### config.mk
export PLATFORM = sky130hd
export DESIGN_NAME = csr_unit
export DESIGN_NICKNAME = d
export VERILOG_FILES = /design/src/rtl/csr_unit.sv
export SDC_FILE = /design/constraint.sdc
export NUM_CORES = 1
export LEC_CHECK = 0
export ABC_CLOCK_PERIOD_IN_PS = 16520
export BUFFER_PORTS_ARGS = -buffer_cell sky130_fd_sc_hd__buf_2
export CORE_MARGIN = 8
export CORE_UTILIZATION = 50
export CTS_BUF_LIST = sky130_fd_sc_hd__clkbuf_2 sky130_fd_sc_hd__clkbuf_4 sky130_fd_sc_hd__clkbuf_8
export DETAILED_ROUTE_END_ITERATION = 12
export GPL_TIMING_DRIVEN = 0
export PLACE_DENSITY = 0.71
export SYNTH_ARGS = -nofsm -noshare
export SYNTH_HDL_FRONTEND = slang
export SYNTH_SLANG_ARGS = --single-unit
### constraint.sdc
create_clock -name clk -period 16.52 [get_ports clk]
set_clock_uncertainty 0.15 [all_clocks]
set_input_delay 1.652 -clock clk [delete_from_list [all_inputs] [get_ports clk]]
set_output_delay 1.652 -clock clk [all_outputs]
set_load 0.02 [all_outputs]
### src/rtl/csr_unit.sv
// Machine-mode CSR unit: decodes CSR addresses and performs atomic CSRRW/CSRRS/CSRRC.
// Also keeps the 64-bit mcycle/minstret counters and the trap state (mepc, mcause, mstatus).
module csr_unit #(
    parameter int unsigned          XLEN      = 32,
    parameter logic [XLEN-1:0]      RESET_VEC = '0,
    parameter logic [XLEN-1:0]      HART_ID   = '0
) (
    input  logic            clk,
    input  logic            rst,
    input  logic [1:0]      csr_op,
    input  logic [11:0]     csr_addr,
    input  logic [XLEN-1:0] csr_wdata,
    input  logic            csr_src_zero,
    output logic [XLEN-1:0] csr_rdata,
    output logic            csr_illegal,
    input  logic            instret,
    input  logic            trap_en,
    input  logic [XLEN-1:0] trap_cause,
    input  logic [XLEN-1:0] trap_pc,
    input  logic            mret,
    output logic [XLEN-1:0] mtvec_o,
    output logic [XLEN-1:0] mepc_o,
    output logic            mie_o
);

    localparam logic [1:0]      OP_NONE   = 2'b00;
    localparam logic [1:0]      OP_RW     = 2'b01;
    localparam logic [1:0]      OP_RS     = 2'b10;
    localparam logic [XLEN-1:0] ALIGN_MSK = ~{{(XLEN-2){1'b0}}, 2'b11};

    logic            mie_q, mpie_q;
    logic [XLEN-1:0] mtvec_q, mscratch_q, mepc_q, mcause_q;
    logic [63:0]     mcycle_q, minstret_q;

    logic [XLEN-1:0] old_val, new_val;
    logic            mapped, we, wr;

    // Access protocol: an access is presented whenever csr_op != 0. There is no
    // backpressure; the old value and csr_illegal are combinational and the write
    // commits on the next rising edge.
    always_comb begin
        old_val = '0;
        mapped  = 1'b1;
        case (csr_addr)
            12'h300: begin
                old_val[3] = mie_q;
                old_val[7] = mpie_q;
            end
            12'h305:          old_val = mtvec_q;
            12'h340:          old_val = mscratch_q;
            12'h341:          old_val = mepc_q;
            12'h342:          old_val = mcause_q;
            12'hB00, 12'hC00: old_val = mcycle_q[31:0];
            12'hB80, 12'hC80: old_val = mcycle_q[63:32];
            12'hB02, 12'hC02: old_val = minstret_q[31:0];
            12'hB82, 12'hC82: old_val = minstret_q[63:32];
            12'hF14:          old_val = HART_ID;
            default:          mapped  = 1'b0;
        endcase
    end

    always_comb begin
        case (csr_op)
            OP_RW:   new_val = csr_wdata;
            OP_RS:   new_val = old_val | csr_wdata;
            default: new_val = old_val & ~csr_wdata;
        endcase
    end

    assign we          = (csr_op == OP_RW) || ((csr_op != OP_NONE) && !csr_src_zero);
    assign csr_illegal = (csr_op != OP_NONE) && (!mapped || (we && (csr_addr[11:10] == 2'b11)));
    assign wr          = we && !csr_illegal;
    assign csr_rdata   = ((csr_op != OP_NONE) && !csr_illegal) ? old_val : '0;

    logic wr_mstatus, wr_mtvec, wr_mscratch, wr_mepc, wr_mcause;
    logic wr_cyc_lo, wr_cyc_hi, wr_ins_lo, wr_ins_hi;

    assign wr_mstatus  = wr && (csr_addr == 12'h300);
    assign wr_mtvec    = wr && (csr_addr == 12'h305);
    assign wr_mscratch = wr && (csr_addr == 12'h340);
    assign wr_mepc     = wr && (csr_addr == 12'h341);
    assign wr_mcause   = wr && (csr_addr == 12'h342);
    assign wr_cyc_lo   = wr && (csr_addr == 12'hB00);
    assign wr_cyc_hi   = wr && (csr_addr == 12'hB80);
    assign wr_ins_lo   = wr && (csr_addr == 12'hB02);
    assign wr_ins_hi   = wr && (csr_addr == 12'hB82);

    // Priority for MIE/MPIE: trap entry, then mret, then a CSR write.
    always_ff @(posedge clk or posedge rst) begin
        if (rst) begin
            mie_q  <= 1'b0;
            mpie_q <= 1'b0;
        end else if (trap_en) begin
            mpie_q <= mie_q;
            mie_q  <= 1'b0;
        end else if (mret) begin
            mie_q  <= mpie_q;
            mpie_q <= 1'b1;
        end else if (wr_mstatus) begin
            mie_q  <= new_val[3];
            mpie_q <= new_val[7];
        end
    end

    always_ff @(posedge clk or posedge rst) begin
        if (rst) begin
            mtvec_q    <= RESET_VEC & ALIGN_MSK;
            mscratch_q <= '0;
            mepc_q     <= '0;
            mcause_q   <= '0;
        end else begin
            if (wr_mtvec)    mtvec_q    <= new_val & ALIGN_MSK;
            if (wr_mscratch) mscratch_q <= new_val;
            if (trap_en) begin
                mepc_q   <= trap_pc & ALIGN_MSK;
                mcause_q <= trap_cause;
            end else begin
                if (wr_mepc)   mepc_q   <= new_val & ALIGN_MSK;
                if (wr_mcause) mcause_q <= new_val;
            end
        end
    end

    // A write to either counter half replaces it and suppresses that cycle's increment.
    always_ff @(posedge clk or posedge rst) begin
        if (rst) begin
            mcycle_q   <= '0;
            minstret_q <= '0;
        end else begin
            if (wr_cyc_lo)      mcycle_q[31:0]  <= new_val;
            else if (wr_cyc_hi) mcycle_q[63:32] <= new_val;
            else                mcycle_q        <= mcycle_q + 64'd1;

            if (wr_ins_lo)      minstret_q[31:0]  <= new_val;
            else if (wr_ins_hi) minstret_q[63:32] <= new_val;
            else if (instret)   minstret_q        <= minstret_q + 64'd1;
        end
    end

    assign mtvec_o = mtvec_q;
    assign mepc_o  = mepc_q;
    assign mie_o   = mie_q;

endmodule

==> impl_metrics.tcl <==
set metrics [dict create \
    status "finished, violations left" \
    violations "max-capacitance violations, max-slew violations" \
    ys_types 87 \
    syn-cell-area_sq_um 16700 \
    cts_resized 0 \
    hold_path.class "reg -> reg" \
    multiInputGateArea_sq_um 9700 \
    routed_wl_um 91500 \
    die_x_um 198 \
    finalHoldViolations 0 \
    seq_area_sq_um 6360 \
    synth_top_area_share_pct 38.2 \
    wl_per_cell_um 33.5 \
    antenna_found_initial 12 \
    yosys_warnings 0 \
    tns_ps 0 \
    cp-end-kind "primary output" \
    async_flop_share_pct 100 \
    ys_ff_latch 254 \
    vias_per_cell 7.28 \
    cp.arrival_ps 5680 \
    path_clk_slew_ps 50 \
    htree_levels 2 \
    slew_headroom_pct -0.376 \
    drt_iter0_markers 3405 \
    worst_ir_drop_vdd_mv 0.0806 \
    drc 0 \
    utilization_pct 59.3 \
    fin_nets 2362 \
    synthTopCellsByArea "dfrtp_1 (38%), o21ai_0 (5.7%), a21oi_1 (5.0%), mux2i_1 (4.4%), nand2_1 (4.3%)" \
    numClockSinks 254 \
    ys.flop_type "dfrtp_1" \
    route.vias.total 19900 \
    setup_viol 0 \
    synthCells 1971 \
    clkLatencyLatePin_ps 690 \
    path_class "in -> out" \
    grt_pass1_wl_um 131000 \
    die_y_um 198 \
    place_area_sq_um 18600 \
    post-dp-hpwl_um 67800 \
    synth_common_cells "dfrtp_1 (254), o21ai_0 (191), nand2_1 (190)" \
    hp-start "mscratch_q[12]" \
    tritoncts "built" \
    min_path_cells 2 \
    ctsRootBufferMaster "clkbuf_8" \
    reg2regPathDepth 8 \
    post_synth.cell_area_avg_sq_um 8.45 \
    cap_violations 1 \
    grt.overflow.total 0 \
    antenna_left 0 \
    first_pass_iters 8 \
    startpoint_type "primary input" \
    cts-buffers-inserted 47 \
    p_leak_nw 7.96 \
    cellPowerDensity_nw_per_um2 86.4 \
    synth-edff-count 0 \
    initial_utilization_pct 50.2 \
    yosysSeqAreaShare_pct 38.2 \
    grt_max_degree 126 \
    cts_hold_buf 0 \
    grt_pass1_vias 18500 \
    r2r-start "mcycle_q[12]" \
    fin_crit_ps 7480 \
    tightest_slew_ps 1500 \
    cts_buffer_depth 3 \
    fillCellCount 3070 \
    cp.required_ps 14720 \
    drive_gt1_share_pct 17.4 \
    gp_congestion 1.08 \
    r2r-end "mcycle_q[44]" \
    post-place-ws_ps 9230 \
    post-route-period-util_pct 45.3 \
    holdPathEnd "mscratch_q[12]" \
    r2r_slack_ps 12880 \
    yosys.cell_count.top_type "dfrtp_1" \
    dieArea_sq_um 39400 \
    path_max_fanout 10 \
    fmax_ghz 0.134 \
    cts_setup_buffers 0 \
    rsz0062_at_grt "no" \
    synth_area_leader_cell "dfrtp_1" \
    grtUsageTotal_pct 45.7 \
    core-area_sq_um 33200 \
    io_pins 214 \
    setup_slack_ps 9040 \
    area_growth_pct 18.1 \
    drv_slew 1 \
    io_buffers 205 \
    postLayoutCellArea_sq_um 19700 \
    rows 67 \
]
power by group:
part	internal, W	leakage, nW	total, W	switching (W)
sequential	0.000655	3.22	0.000711	0.0000563
combinational	0.0000846	4.16	0.000265	0.000181
clock	0.000417	0.578	0.000724	0.000307
worst max-delay path, stage by stage:
cell and delay [ps]:
buf_2 120, buf_2 260, nor4_2 1170, buf_2 530, o211ai_1 240, o211ai_1 200, o21a_1 250, nand2_1 90
clkbuf_1 350, buf_1 400, nor2_1 210, buf_2 190
cell families (layout without fill, tap and decap cells):
group,after synthesis,after routing,share of synthesized area (%)
buf+inv,182,484,4.49
mux,96,96,5.94
fa+ha+maj,5,5,0.376
simple gates,719,719,22.8
other cells,1,13,0.0225
xor+xnor,35,35,1.84
compound gates,679,679,26.3
flops,254,254,38.2
per-stage QoR:
step | power (W) | hold slack [ps] | cells
after floorplan | 0.000828 | 292 | 1974
after global placement | 0.000952 | 308 | 2627
after detailed placement | 0.000967 | 318 | 2640
after CTS | 0.00167 | 332 | 2724
after global routing | 0.00173 | 358 | 2728
final | 0.00170 | 332 | 2733
layer usage:
| metal | track usage, % | up-vias | share of wire (%) |
|---|---|---|---|
| met5 | 0 | - | 0.066 |
| met4 | 29.7 | 8 | 8.2 |
| met3 | 17.4 | 439 | 16 |
| met2 | 62.8 | 1840 | 40 |
| met1 | 59.2 | 9524 | 36 |
| li1 | - | 8078 | - |
area by class of cell:
| cell class | count | area share, % |
|---|---|---|
| repair buffers | 218 | 6.07 |
| multi-input cells | 1538 | 49.3 |
| clock buffers | 77 | 4.94 |
| flip-flops and latches | 254 | 32.3 |
| plain buffers | 156 | 3.30 |
| clock inverters | 7 | 0.592 |
| inverters | 26 | 0.534 |
| well taps | 448 | 2.85 |
| diodes | 9 | 0.114 |
registers in the layout, summed over array words and instances, names as in the netlist:
register    cells
mcause_q       32
mcycle_q       64
mepc_o         30
mie_o           1
minstret_q     64
mpie_q          1
mscratch_q     32
mtvec_o        30
layout by cell type (no fill, tap or decap), types with 10 or more instances in the layout:
master and n:
a211oi_1 26, a21o_1 11, a21oi_1 165, a22oi_1 50, a31oi_1 18, and2_1 20
and3_1 37, buf_2 225, buf_4 10, clkbuf_1 118, clkbuf_4 14, clkbuf_8 63
dfrtp_1 254, inv_1 25, mux2_2 22, mux2i_1 74, nand2_1 190, nand3_1 69
nand4_1 64, nor2_1 121, nor2b_1 11, nor3_1 42, nor3b_1 48, nor4_1 29
o211ai_1 36, o21ai_0 191, o221ai_1 23, o22ai_1 21, o2bb2ai_1 15, o31ai_2 10
or3_1 17, xor2_1 26
how the worst max path moves through the flow:
stage | slack (ps) | end | cells after the start | start
6_report | 9040 | csr_rdata[24] | 12 | csr_addr[1]
5_1_grt | 9040 | csr_rdata[11] | 12 | csr_addr[1]
4_1_cts | 9230 | csr_rdata[24] | 12 | csr_addr[1]
3_5_place_dp | 9230 | csr_rdata[24] | 12 | csr_addr[1]
3_3_place_gp | 4450 | minstret_q[10] | 2 | rst
2_1_floorplan | 7730 | mcause_q[0] | 1 | rst
No activity file was read; power rests on OpenSTA's default activity.
